### config.mk
export PLATFORM = sky130hd
export DESIGN_NAME = rv_fetch_ctrl
export DESIGN_NICKNAME = d
export VERILOG_FILES = /design/src/rtl/rv_fetch_ctrl.sv
export SDC_FILE = /design/constraint.sdc
export NUM_CORES = 1
export LEC_CHECK = 0
export ABC_AREA = 1
export ABC_CLOCK_PERIOD_IN_PS = 2600
export BUFFER_PORTS_ARGS = -buffer_cell sky130_fd_sc_hd__buf_4
export CAP_MARGIN = 0
export CORE_MARGIN = 5
export CORE_UTILIZATION = 57
export DETAILED_ROUTE_END_ITERATION = 12
export PLACE_DENSITY = 0.77
export SYNTH_ARGS = -nofsm -noshare
export SYNTH_HDL_FRONTEND = slang
export SYNTH_SLANG_ARGS = --single-unit
export TNS_END_PERCENT = 10
### constraint.sdc
create_clock -name i_clk -period 2.6 [get_ports i_clk]
set_clock_uncertainty 0.2 [all_clocks]
set_input_delay 0.52 -clock i_clk [delete_from_list [all_inputs] [get_ports i_clk]]
set_output_delay 0.52 -clock i_clk [all_outputs]
set_load 0.02 [all_outputs]
### src/rtl/rv_fetch_ctrl.sv
// Instruction fetch controller: one-outstanding-request bus master feeding decode,
// with a one-entry hold buffer for stalls and redirect handling for jumps/branches.
module rv_fetch_ctrl #(
   parameter logic [29:0] RESET_VECTOR = 30'h0000_0000
) (
   input  logic        i_clk,
   input  logic        i_reset_n,
   input  logic        i_stall,
   input  logic        i_redirect,
   input  logic [29:0] i_target,
   output logic        o_bus_req,
   output logic [29:0] o_bus_addr,
   input  logic        i_bus_ack,
   input  logic [31:0] i_bus_data,
   output logic [31:0] o_instr,
   output logic [29:0] o_pc,
   output logic [29:0] o_pc_p4,
   output logic        o_flush
);

   typedef enum logic [1:0] {IDLE, FETCH, HOLD, DROP} state_t;

   state_t      state_reg, state_next;
   // addr_reg is the address on the bus; tgt_reg parks a redirect target while an
   // abandoned request drains in DROP, so the bus address stays stable until ack.
   logic [29:0] addr_reg, addr_next;
   logic [29:0] tgt_reg, tgt_next;
   logic [31:0] instr_reg, instr_next;
   logic [29:0] pc_reg, pc_next;
   logic [29:0] pc_p4_reg, pc_p4_next;
   logic        valid_reg, valid_next;
   logic [31:0] hold_instr_reg, hold_instr_next;
   logic [29:0] hold_pc_reg, hold_pc_next;
   logic        hold_valid_reg, hold_valid_next;

   always_ff @(posedge i_clk) begin
      if (!i_reset_n) begin
         state_reg      <= IDLE;
         addr_reg       <= RESET_VECTOR;
         tgt_reg        <= RESET_VECTOR;
         instr_reg      <= 32'h0;
         pc_reg         <= 30'h0;
         pc_p4_reg      <= 30'h0;
         valid_reg      <= 1'b0;
         hold_instr_reg <= 32'h0;
         hold_pc_reg    <= 30'h0;
         hold_valid_reg <= 1'b0;
      end else begin
         state_reg      <= state_next;
         addr_reg       <= addr_next;
         tgt_reg        <= tgt_next;
         instr_reg      <= instr_next;
         pc_reg         <= pc_next;
         pc_p4_reg      <= pc_p4_next;
         valid_reg      <= valid_next;
         hold_instr_reg <= hold_instr_next;
         hold_pc_reg    <= hold_pc_next;
         hold_valid_reg <= hold_valid_next;
      end
   end

   always_comb begin
      state_next      = state_reg;
      addr_next       = addr_reg;
      tgt_next        = tgt_reg;
      instr_next      = instr_reg;
      pc_next         = pc_reg;
      pc_p4_next      = pc_p4_reg;
      valid_next      = valid_reg;
      hold_instr_next = hold_instr_reg;
      hold_pc_next    = hold_pc_reg;
      hold_valid_next = hold_valid_reg;

      case (state_reg)
         IDLE: begin
            state_next = FETCH;
            if (i_redirect) begin
               addr_next  = i_target;
               valid_next = 1'b0;
            end else if (!i_stall) begin
               valid_next = 1'b0;
            end
         end

         FETCH: begin
            if (i_redirect) begin
               valid_next      = 1'b0;
               hold_valid_next = 1'b0;
               if (i_bus_ack) begin
                  addr_next = i_target;
               end else begin
                  tgt_next   = i_target;
                  state_next = DROP;
               end
            end else if (i_bus_ack) begin
               addr_next = addr_reg + 30'd1;
               if (i_stall) begin
                  hold_instr_next = i_bus_data;
                  hold_pc_next    = addr_reg;
                  hold_valid_next = 1'b1;
                  state_next      = HOLD;
               end else begin
                  instr_next = i_bus_data;
                  pc_next    = addr_reg;
                  pc_p4_next = addr_reg + 30'd1;
                  valid_next = 1'b1;
               end
            end else if (!i_stall) begin
               valid_next = 1'b0;
            end
         end

         HOLD: begin
            if (i_redirect) begin
               addr_next       = i_target;
               valid_next      = 1'b0;
               hold_valid_next = 1'b0;
               state_next      = FETCH;
            end else if (!i_stall) begin
               instr_next      = hold_instr_reg;
               pc_next         = hold_pc_reg;
               pc_p4_next      = hold_pc_reg + 30'd1;
               valid_next      = hold_valid_reg;
               hold_valid_next = 1'b0;
               state_next      = FETCH;
            end
         end

         DROP: begin
            if (i_redirect) begin
               valid_next = 1'b0;
               if (i_bus_ack) begin
                  addr_next  = i_target;
                  state_next = FETCH;
               end else begin
                  tgt_next = i_target;
               end
            end else begin
               if (i_bus_ack) begin
                  addr_next  = tgt_reg;
                  state_next = FETCH;
               end
               if (!i_stall) valid_next = 1'b0;
            end
         end

         default: state_next = IDLE;
      endcase
   end

   assign o_bus_req  = (state_reg == FETCH) || (state_reg == DROP);
   assign o_bus_addr = addr_reg;
   assign o_instr    = instr_reg;
   assign o_pc       = pc_reg;
   assign o_pc_p4    = pc_p4_reg;
   assign o_flush    = ~valid_reg;

endmodule

Yosys cells after proc, flatten, opt, wreduce, memory -nomap -nowiden
Cells that the tools add are included.
{ "word_totals": {"mem_bits_rw": 0, "wordCells": 91, "latchBits": 0, "n_memories": 0, "register_bits": 218, "out_inout_bits": 124, "rom_bits": 0} }
{ "classes": {"bitwise_logic": 3, "n_div": 0, "eq_ne": 16, "n_mul": 0, "shifts": 0, "add_sub_neg": 2, "n_lt_le_gt_ge": 0, "reduce_logical": 13, "mux": 47} }
{ "op_table": {"columns": ["cell", "n"], "rows": [
  ["$mux W30", 16],
  ["$mux W32", 5],
  ["$pmux W30 S2", 2],
  ["$pmux W30 S3", 1],
  ["$pmux W32 S2", 1],
  ["$add A30 B1 Y30 const B", 2],
  ["$ne A3 B3 Y1 const B", 5],
  ["$mux W2", 7],
  ["$mux W1", 12],
  ["$ne A2 B2 Y1 const B", 6],
  ["$pmux W2 S4", 1],
  ["$reduce_and A4 Y1", 2],
  ["$reduce_and A3 Y1", 2],
  ["$reduce_and A6 Y1", 1],
  ["$reduce_or A2 Y1", 3],
  ["$reduce_and A5 Y1", 1],
  ["$eq A2 B2 Y1 const B", 2],
  ["$ne A4 B4 Y1 const B", 1],
  ["$not A1 Y1", 3],
  ["$pmux W1 S3", 1],
  ["$eq A2 B1 Y1 const B", 1],
  ["$logic_not A2 Y1", 1],
  ["$ne A2 B1 Y1 const B", 1],
  ["$pmux W1 S2", 1],
  ["3 further kinds", 3]
]} }

Logic depth before layout (Yosys ltp)
Gate-level depths: netlist of run 1.
{ "depth": {"ltp_word": 5, "depth_mapped": 12} }

Worst setup path before layout of run 1
Ideal clock, no wire load.
{ "synth_path": {"path_type": "reg-to-reg", "from": "register state_reg[0]", "to": "register pc_p4_reg[7] (netlist: o_pc_p4[7])", "path_stages_with_launch": 12, "arrival_time_ns": 1.612, "path_buffers": 3, "slack_ns": 0.671, "setup_time_ns": 0.116, "period_less_slack_ns": 1.929, "path_cell_list": "dfxtp_1 -> inv_1 -> ha_1 -> buf_4 -> inv_2 -> nand2_1 -> nand3_1 -> inv_2 -> buf_6 -> buf_4 -> o211ai_1 -> inv_1"} }
{ "synth_between": {"elab_chain_cells": 3} }
{ "synth_lines": {"columns": ["element", "line_no", "source"], "rows": [
  ["start, declared", "23", "state_t state_reg, state_next;"],
  ["start signal, assigned", "49", "state_reg <= state_next;"],
  ["$eq A2 B1 Y1 / $eq A2 B2 Y1 (equally long branches)", "74", "case (state_reg)"],
  ["$ne A2 B2 Y1 (no line) / $reduce_bool A2 Y1 (equally long branches)", null, null],
  ["$reduce_and A6 Y1 (no line)", null, null],
  ["end signal, assigned", "54", "pc_p4_reg <= pc_p4_next;"],
  ["end, declared", "30", "logic [29:0] pc_p4_reg, pc_p4_next;"]
]} }
Parallel ways exist; a longest one is shown, timed or not.
A chain may end at the register's enable or synchronous reset.

Final worst setup path of run 1
{ "layout_path": {"from": "register state_reg[1]", "to": "output o_bus_req"} }
{ "layout_between": {"elab_chain_cells": 2} }
{ "layout_lines": {"columns": ["element", "line_no", "source"], "rows": [
  ["$eq A2 B1 Y1 / $eq A2 B2 Y1 (equally long branches)", "151", "assign o_bus_req = (state_reg == FETCH) || (state_reg == DROP);"],
  ["$logic_or A1 B1 Y1 (*)", "151", null],
  ["end, declared", "11", "output logic o_bus_req,"]
]} }
Mark *: on every way between the ends. The rest lies on a longest branch, timed or not.

==> out/results.txt, run 1 <==
The flow ran to the end, and the final reports show no timing, DRC or antenna violations. The signal on the critical path passes through inv_1 -> ha_1 -> inv_2 -> nand2_2 -> buf_4. The run gives 0.928 as the routability congestion estimate from global placement. Counting flops with an async set or reset pin after synthesis yields a share of 0%.

The routed design has 35700 um of wire. The number of synthesized flops with an enable pin works out to 0. For the number of antenna cells inserted, the log shows 0.

The leakage power total was 5.57 nW. STA classifies the critical path endpoint as an output pin. The number of nets in the synthesized netlist is 1742. The area growth from synthesis to layout works out to 21.9%.

The tools report the final count of hold timing violations as 0. The overall global routing resource usage came out at 31.0%. The DRC violation total after the first TritonRoute iteration came out at 1047. The floorplan step defined a core boundary enclosing 19300 um^2.

At the worst endpoint, the arrival time is 1.66 ns. The maximum number of pins on one net before global-route repair was 100; the clock-pin slew of the registers on the worst-case setup and hold paths was 0.06 ns. After clock tree synthesis, the setup repair step added 0 buffers. The CTS sink count was 218; the width of the die was 149 um.

On the worst path, the slowest cell contributes a delay of 0.36 ns. The hold buffer count at CTS came out at 0. The count of final setup violators was 0; the required time at the endpoint of the critical path was 1.88 ns. After clock tree synthesis, the repair step resized 0 gates.

The logs give 11.7k for the total vias in the final route and 191 for the total I/O pin count. The time the final worst path needs with I/O delays and setup was 2.38 ns; the fmax was 420 MHz. Each instance of the synthesized netlist takes up on average 6.62 um^2.

The floorplan die height was 149 um; the half-perimeter wire length of the detailed placement result was 25500 um. The vias per cell is 5.60. The first global-routing pass estimated 56300 um of wire. The total overflow left after global routing is 0. The critical path is of the register to output pin type. After detailed routing, the number of remaining DRC violations is 0.

The buffer levels on the longest clock path was 3; the cell area after placement was 12700 um^2. The count of final max-slew check failures came out at 0. Synthesis inferred 218 register bits. Wire length per cell: 17.0 um. Dividing the final minimum period by the clock period gives 91.6%. The tools report the worst-skew pair later-pin latency as 0.53 ns. The detail route stage leaves a number of antenna-violating nets equal to 0. The run gives 24 as the number of clock buffers inserted by TritonCTS. For this configuration, the core starts out at a cell density of 57.4%. The mapped netlist covers 11100 um^2. The tools report the beginning of the critical path as state_reg[1].

The die covers 22300 um^2. Setup repair after global routing left no endpoint under its margin. The tools report the cell chosen for the clock root as clkbuf_16.

The floorplan has 51 rows. The post-route netlist has 15.8% of its cells at a drive strength greater than 1. For this run, the leading register cell type out of synthesis is dfxtp_1.

The total number of H-tree levels was 1. In this run the worst path has a maximum fanout of 8. The gate count after technology mapping is 1669, and the via count of the first global-routing pass is 10.8k. The number of I/O port buffers is 190.

The master of the slowest instance on the critical path is dfxtp_1. For the total non-filler cell area in the finished layout, the log shows 13500 um^2. In this run the tightest slew margin relative to its limit is 55.9%.

The worst register-to-register path begins at state_reg[1]. Worst voltage drop across the vdd grid: 0.588 mV. After routing, the total negative slack on setup checks comes to 0 ns. The max-capacitance violation count was 0; the portion of the post-synthesis area used by sequential elements was 39.5%.

The final layout contains 1890 nets. The tightest min-delay check is of the input port to register type. For the pin with the worst max-slew slack, the measured transition is 0.655 ns. TritonCTS built the clock tree. For the initial antenna violation count, the log shows 0.

Startpoint of the worst hold path: i_bus_data[1]. The Yosys step of the flow raised 0 warnings. The worst setup path is launched from a register.

The number of detailed-route iterations in the first pass came out at 6. The tools report the count of unique library cells instantiated by Yosys as 34. Power density over the cells: 692 nW/um^2.
## Yosys cell counts (6+ instances only)
cell type	n	area (um^2)
o21ai_0	244	1220
a31oi_1	68	425
a21oi_1	161	806
nand2_1	420	1580
xor2_1	20	175
o21a_1	11	82.6
inv_2	8	30.0
inv_1	133	499
o211ai_1	7	52.6
nand3b_1	10	75.1
nor2_1	170	638
dfxtp_1	218	4360
buf_2	37	185
ha_1	6	75.1
nand3_1	54	270
clkbuf_1	54	203
nand2_2	6	37.5
## per-layer routing
| metal | GRT usage [%] | up-vias | share of wire, % |
|---|---|---|---|
| li1 | - | 5777 | - |
| met1 | 42.3 | 5377 | 42 |
| met2 | 50.4 | 484 | 47 |
| met3 | 3.65 | 95 | 7.3 |
| met4 | 11.8 | 0 | 3.8 |
| met5 | 0 | - | 0 |
## stage by stage
step	std cells	power [mW]	hold WS (ns)	utilization, %	setup WS (ns)
global route	2096	9.72	0.0424	69.9	0.0541
finish	2096	9.33	0.0323	69.9	0.218
CTS	2096	9.34	0.0128	69.9	0.228
global placement	2056	5.99	0.239	65.9	0.237
detailed placement	2056	6.02	0.246	65.9	0.321
floorplan	1669	5.14	0.225	-	0.671
## where the power goes
part	switching, mW	internal [mW]
clock	1.39	1.96
combinational	1.35	0.750
sequential	0.269	3.61
## cells by family (layout without fill, tap and decap cells)
family                     after synthesis  after routing  synth area share [%]
buffers and inverters                  243            405                  9.16
AOI/OAI and AO/OA                      504            504                  24.3
xor gates and xnor gates                23             23                  1.82
and+or+nand+nor                        675            675                  24.6
adders and majority gates                6              6                 0.679
DFF                                    218            218                  39.5
## final cells by class
cell class                      count  area, um^2
Clock buffer                       34         698
Tap cell                          265         332
Fill cell                        1756        5800
Timing Repair Buffer              223        1790
Sequential cell                   218        4360
Inverter                          142         536
Multi-Input combinational cell   1208        5690
Clock inverter                      6        68.8
## placed cells by master (no fill, tap or decap), types with 9 or more instances in the layout
cell type / netlist / layout
a21oi_1: 161 / 161
a31oi_1: 68 / 68
buf_12: 0 / 9
buf_4: 4 / 214
clkbuf_16: 0 / 24
dfxtp_1: 218 / 218
inv_1: 133 / 133
nand2_1: 420 / 420
nand3_1: 54 / 53
nand3b_1: 10 / 10
nor2_1: 170 / 170
o21a_1: 11 / 11
o21ai_0: 244 / 244
xor2_1: 20 / 20
## critical path: cells and delay by family, from the launching register on
kind	cells	cell delay, ns
buffers and inverters	3	0.44
adders and majority gates	1	0.24
DFF	1	0.36
and+or+nand+nor	1	0.11
## worst paths after layout
check             slack (ns)  depth (start not counted)                 to
setup reg to reg        0.24                          8        tgt_reg[15]
setup / recovery        0.22                          5          o_bus_req
hold reg to reg         0.25                          2         tgt_reg[2]
hold / removal          0.03                          3  hold_instr_reg[1]
(Power assumes the default switching activity.)
==> run 2: changes to the inputs <==
- ABC_AREA: 1 -> 0
- CORE_UTILIZATION: 57 -> 56
- PLACE_DENSITY: 0.77 -> 0.76
==> out/results.txt, run 2 <==
The run finished with clean final reports. The yosys synthesis warning count is 0 (unchanged), and the mean instance size in the synthesized netlist is 7.92 um^2 (was 6.62 um^2). The leftover overflow at the end of global routing was 0 (unchanged); the adder-cell share of the synthesized area was 0.693% (was 0.679%). The run gives 1805 (was 2096) as the number of standard cells in the final layout excluding fillers. Setup repair after global routing could not meet its margin everywhere.

The tools report the overall power of the completed layout as 9.06 mW (was 9.33 mW). The nature of the critical path startpoint was a register (unchanged). The count of unique library cells instantiated by Yosys was 66 (was 34); the remaining design rule violation count was 0 (unchanged).

The clock-pin slew of the registers on the worst-case setup and hold paths is 0.06 ns (about the same). The most common library cell in the layout ignoring fill and taps is buf_4 (was nand2_1). Category of the worst setup path capture point: an output pin (unchanged). The required time at the endpoint of the critical path was 1.88 ns (about the same); the share of final-layout standard cells stronger than drive strength 1 was 21.4% (was 15.8%). The final wirelength came out at 33300 um (was 35700 um). The worst-skew pair later-pin latency is 0.51 ns (was 0.53 ns), and the switching share of power is 29.0% (was 32.2%). The logs give 2.63 mW (was 3.01 mW) for the switching power total and 5910 um^2 (was 5690 um^2) for the total area of multi-input combinational cells. The wire length per cell was 18.5 um (was 17.0 um). The area growth from synthesis to layout works out to 25.1% (was 21.9%). The internal power summed over all cells is 6.44 mW (was 6.32 mW), and the CTS sink count is 218 (unchanged). The area occupied by registers was 4370 um^2 (was 4360 um^2); the buffer levels on the longest clock path was 3 (unchanged). The width of the die is 149 um (about the same), and the number of rows created at floorplan is 50 (was 51). Delay contributed by the slowest stage of the critical path: 0.37 ns (was 0.36 ns). The portion of the post-synthesis area used by sequential elements was 40.3% (was 39.5%). Most frequent cell after synthesis: nand2_1 (unchanged). The max-capacitance violation count is 0 (unchanged), and the total vias in the final route is 10.8k (was 11.7k). Most area-consuming cells after synthesis: dfxtp_1 40%, nand2_1 8.7%, mux2i_1 6.6%, a21oi_1 6.5%, a211oi_1 4.7% (was dfxtp_1 39%, nand2_1 14%, o21ai_0 11%, a21oi_1 7.3%, nor2_1 5.8%). The tools report the total I/O pin count as 191 (unchanged). The count of placed standard cells including taps was 1761 (was 2056); the fraction of synthesized cell area in xor and xnor cells was 2.83% (was 1.82%). The final net count is 1600 (was 1890), and the share of power burned in the clock network is 39.0% (was 35.9%). Most frequently used flop master after synthesis: dfxtp_1 (unchanged).

The logs give 23400 um (was 25500 um) for the half-perimeter wire length of the detailed placement result and 1439 (was 1742) for the synthesized netlist net count. The run gives 20.7% (was 22.5%) as the part of the total power dissipated in combinational logic. The number of synthesized flops with an enable pin is 0 (unchanged). Cell types with the highest counts after synthesis: 251 x nand2_1, 218 x dfxtp_1, 140 x a21oi_1, 98 x clkbuf_1, 94 x nor2_1 (was 420 x nand2_1, 244 x o21ai_0, 218 x dfxtp_1, 170 x nor2_1, 161 x a21oi_1). The path type of the worst min-delay path was input port to register (unchanged).

The vias per cell was 6.00 (was 5.60); the fmax was 387 MHz (was 420 MHz). The number of antenna cells inserted was 0 (unchanged); the total number of H-tree levels was 1 (unchanged). The floorplan die height is 149 um (about the same).

The cell type contributing the most total cell area after synthesis was dfxtp_1 (unchanged). The post-layout utilization of the core was 71.7% (was 69.9%); the share of synthesized registers carrying an async set or reset was 0% (unchanged). The count of final setup violators came out at 0 (unchanged).

The tools report the post-CTS setup repair buffer count as 0 (unchanged). The worst voltage drop across the vdd grid was 0.553 mV (was 0.588 mV). The share of power burned in registers was 40.3% (was 41.6%).

Cell breakdown of the critical path: inv_1 -> ha_2 -> buf_4 -> or2_2 -> buf_4 (was inv_1 -> ha_1 -> inv_2 -> nand2_2 -> buf_4). Most used cells in the layout excluding fill and tap cells: 260 x buf_4, 251 x nand2_1, 215 x dfxtp_1 (was 420 x nand2_1, 244 x o21ai_0, 218 x dfxtp_1). The cell that appears most often on the critical path is buf_4. The number of clock buffers inserted by TritonCTS is 24 (unchanged), and the count of final max-slew check failures is 0 (unchanged). The tools report the full die area as 22200 um^2 (was 22300 um^2). The tools report the remaining max-slew budget at the tightest pin as 50.4% (was 55.9%). TritonCTS built the clock tree. The leakage power total was 4.91 nW (was 5.57 nW); the worst endpoint data arrival time was 1.87 ns (was 1.66 ns). The number of detailed-route iterations in the first pass came out at 5 (was 6).

The worst hold margin is 0.0665 ns (was 0.0323 ns), and the final count of hold timing violations is 0 (unchanged). The overall global routing resource usage was 28.6% (was 31.0%); the via count of the first global-routing pass was 9758 (was 10.8k). The part of the cycle the worst path needs came out at 99.5% (was 91.6%).

The synthesis-stage register bit count came out at 218 (unchanged). The tools report the initial core utilization as 57.3% (was 57.4%). The master of the slowest instance on the critical path is dfxtp_2 (was dfxtp_1).

The area fraction in and, or, nand and nor cells after synthesis is 20.6% (was 24.6%), and the DRC violation total after the first TritonRoute iteration is 852 (was 1047). The area inside the core boundary was 18900 um^2 (was 19300 um^2). The power density over the cells was 669 nW/um^2 (was 692 nW/um^2); the first-pass GRT wire length was 52700 um (was 56300 um). Dominant combinational cell family by area after synthesis: compound AO/OA/AOI/OAI gates (was simple AND/OR/NAND/NOR gates). The run gives 0.942 (was 0.928) as the routability congestion estimate from global placement. The compound-cell area share of the yosys netlist was 23.5% (was 24.3%); the fraction of post-synthesis cell area in the top cell type by area was 40.3% (was 39.5%). The tools report the gate count after technology mapping as 1366 (was 1669).

The worst-path maximum fanout is 12 (was 8), and the remaining number of nets flagged by the antenna check after routing is 0 (unchanged). The multiplexer share of the synthesized area was 6.67% (was 0%); the initial antenna violation count was 0 (unchanged). Actual transition at the worst max-transition pin: 0.744 ns (was 0.655 ns).

Cell chosen for the clock root: clkbuf_16 (unchanged). The time the final worst path needs with I/O delays and setup is 2.59 ns (was 2.38 ns). The category of the most critical setup path is register to output pin (unchanged). The number of fill cells in the layout came out at 1572 (was 1756). The number of I/O port buffers was 190 (unchanged); the netlist area before placement was 10800 um^2 (was 11100 um^2). The maximum number of pins on one net before global-route repair was 109 (was 100).
## run 2: cell types whose count changed in the layout (fill, tap and decap cells not counted), sizes merged, moves of 66 or more
| cell | delta |
|---|---|
| inv | -120 |
| a211oi | +66 |
| o21ai | -188 |
| nor2 | -86 |
| nand2 | -176 |
| mux2i | +71 |
## run 2: per-stage QoR
stage                     worst slack [ns]  area (um^2)  TNS [ns]
final                               0.0138        13500         0
after global routing               -0.0578        13500   -0.0578
after CTS                           0.0136        13500         0
after detailed placement            0.0995        12700         0
after global placement               0.147        12700         0
after floorplan                     0.0235        10800         0
## run 2: what timing repair did
| action | CTS | global route |
|---|---|---|
| pin swaps | 0 | 0 |
| resized for setup | 2 | 4 |
| endpoints found under the setup margin | 1 | 6 |
| hold buffers | 0 | 0 |
## run 2: cells by family (layout without fill, tap and decap cells)
kind of cell	Yosys count	in the layout
AOI/OAI and AO/OA	394	394
xor gates and xnor gates	35	35
adders and majority gates	6	6
buffers and inverters	150	329
DFF	218	218
muxes	72	72
and+or+nand+nor	491	491
## run 2: critical path: cells and delay by family (launching register included)
family / cells / cell delay (ns)
fa+ha+maj: 1 / 0.23
buf+inv: 3 / 0.43
flops: 1 / 0.37
simple gates: 1 / 0.32
## run 2: final cells by class
cell class	instances	area share, %
Sequential cell	218	32.2
Inverter	22	0.647
Clock inverter	7	0.647
Timing Repair Buffer	263	14.9
Tap cell	260	2.40
Clock buffer	37	5.54
Multi-Input combinational cell	998	43.7
## run 2: metal layers
layer	GRT usage [%]	wire, um
met3	4.10	2980
met2	45.0	15300
met1	41.3	14400
met5	0	0
met4	7.14	662
## run 2: power by group through the flow
stage	clock, mW	combinational (mW)	sequential, mW
after floorplan	0	0.995	3.84
final	3.53	1.88	3.65
after CTS	3.58	1.86	3.64
after detailed placement	0	1.85	3.72
after global routing	3.76	2.02	3.67
after global placement	0	1.82	3.71
## run 2: path summary, 6_finish.rpt
kind / slack [ns] / depth (start not counted) / from / to
max: 0.01 / 5 / state_reg[1] / o_bus_req
min: 0.07 / 3 / i_bus_data[17] / hold_instr_reg[17]
max reg2reg: 0.09 / 7 / o_bus_addr[1] / o_bus_addr[26]
min reg2reg: 0.25 / 2 / hold_instr_reg[10] / hold_instr_reg[10]
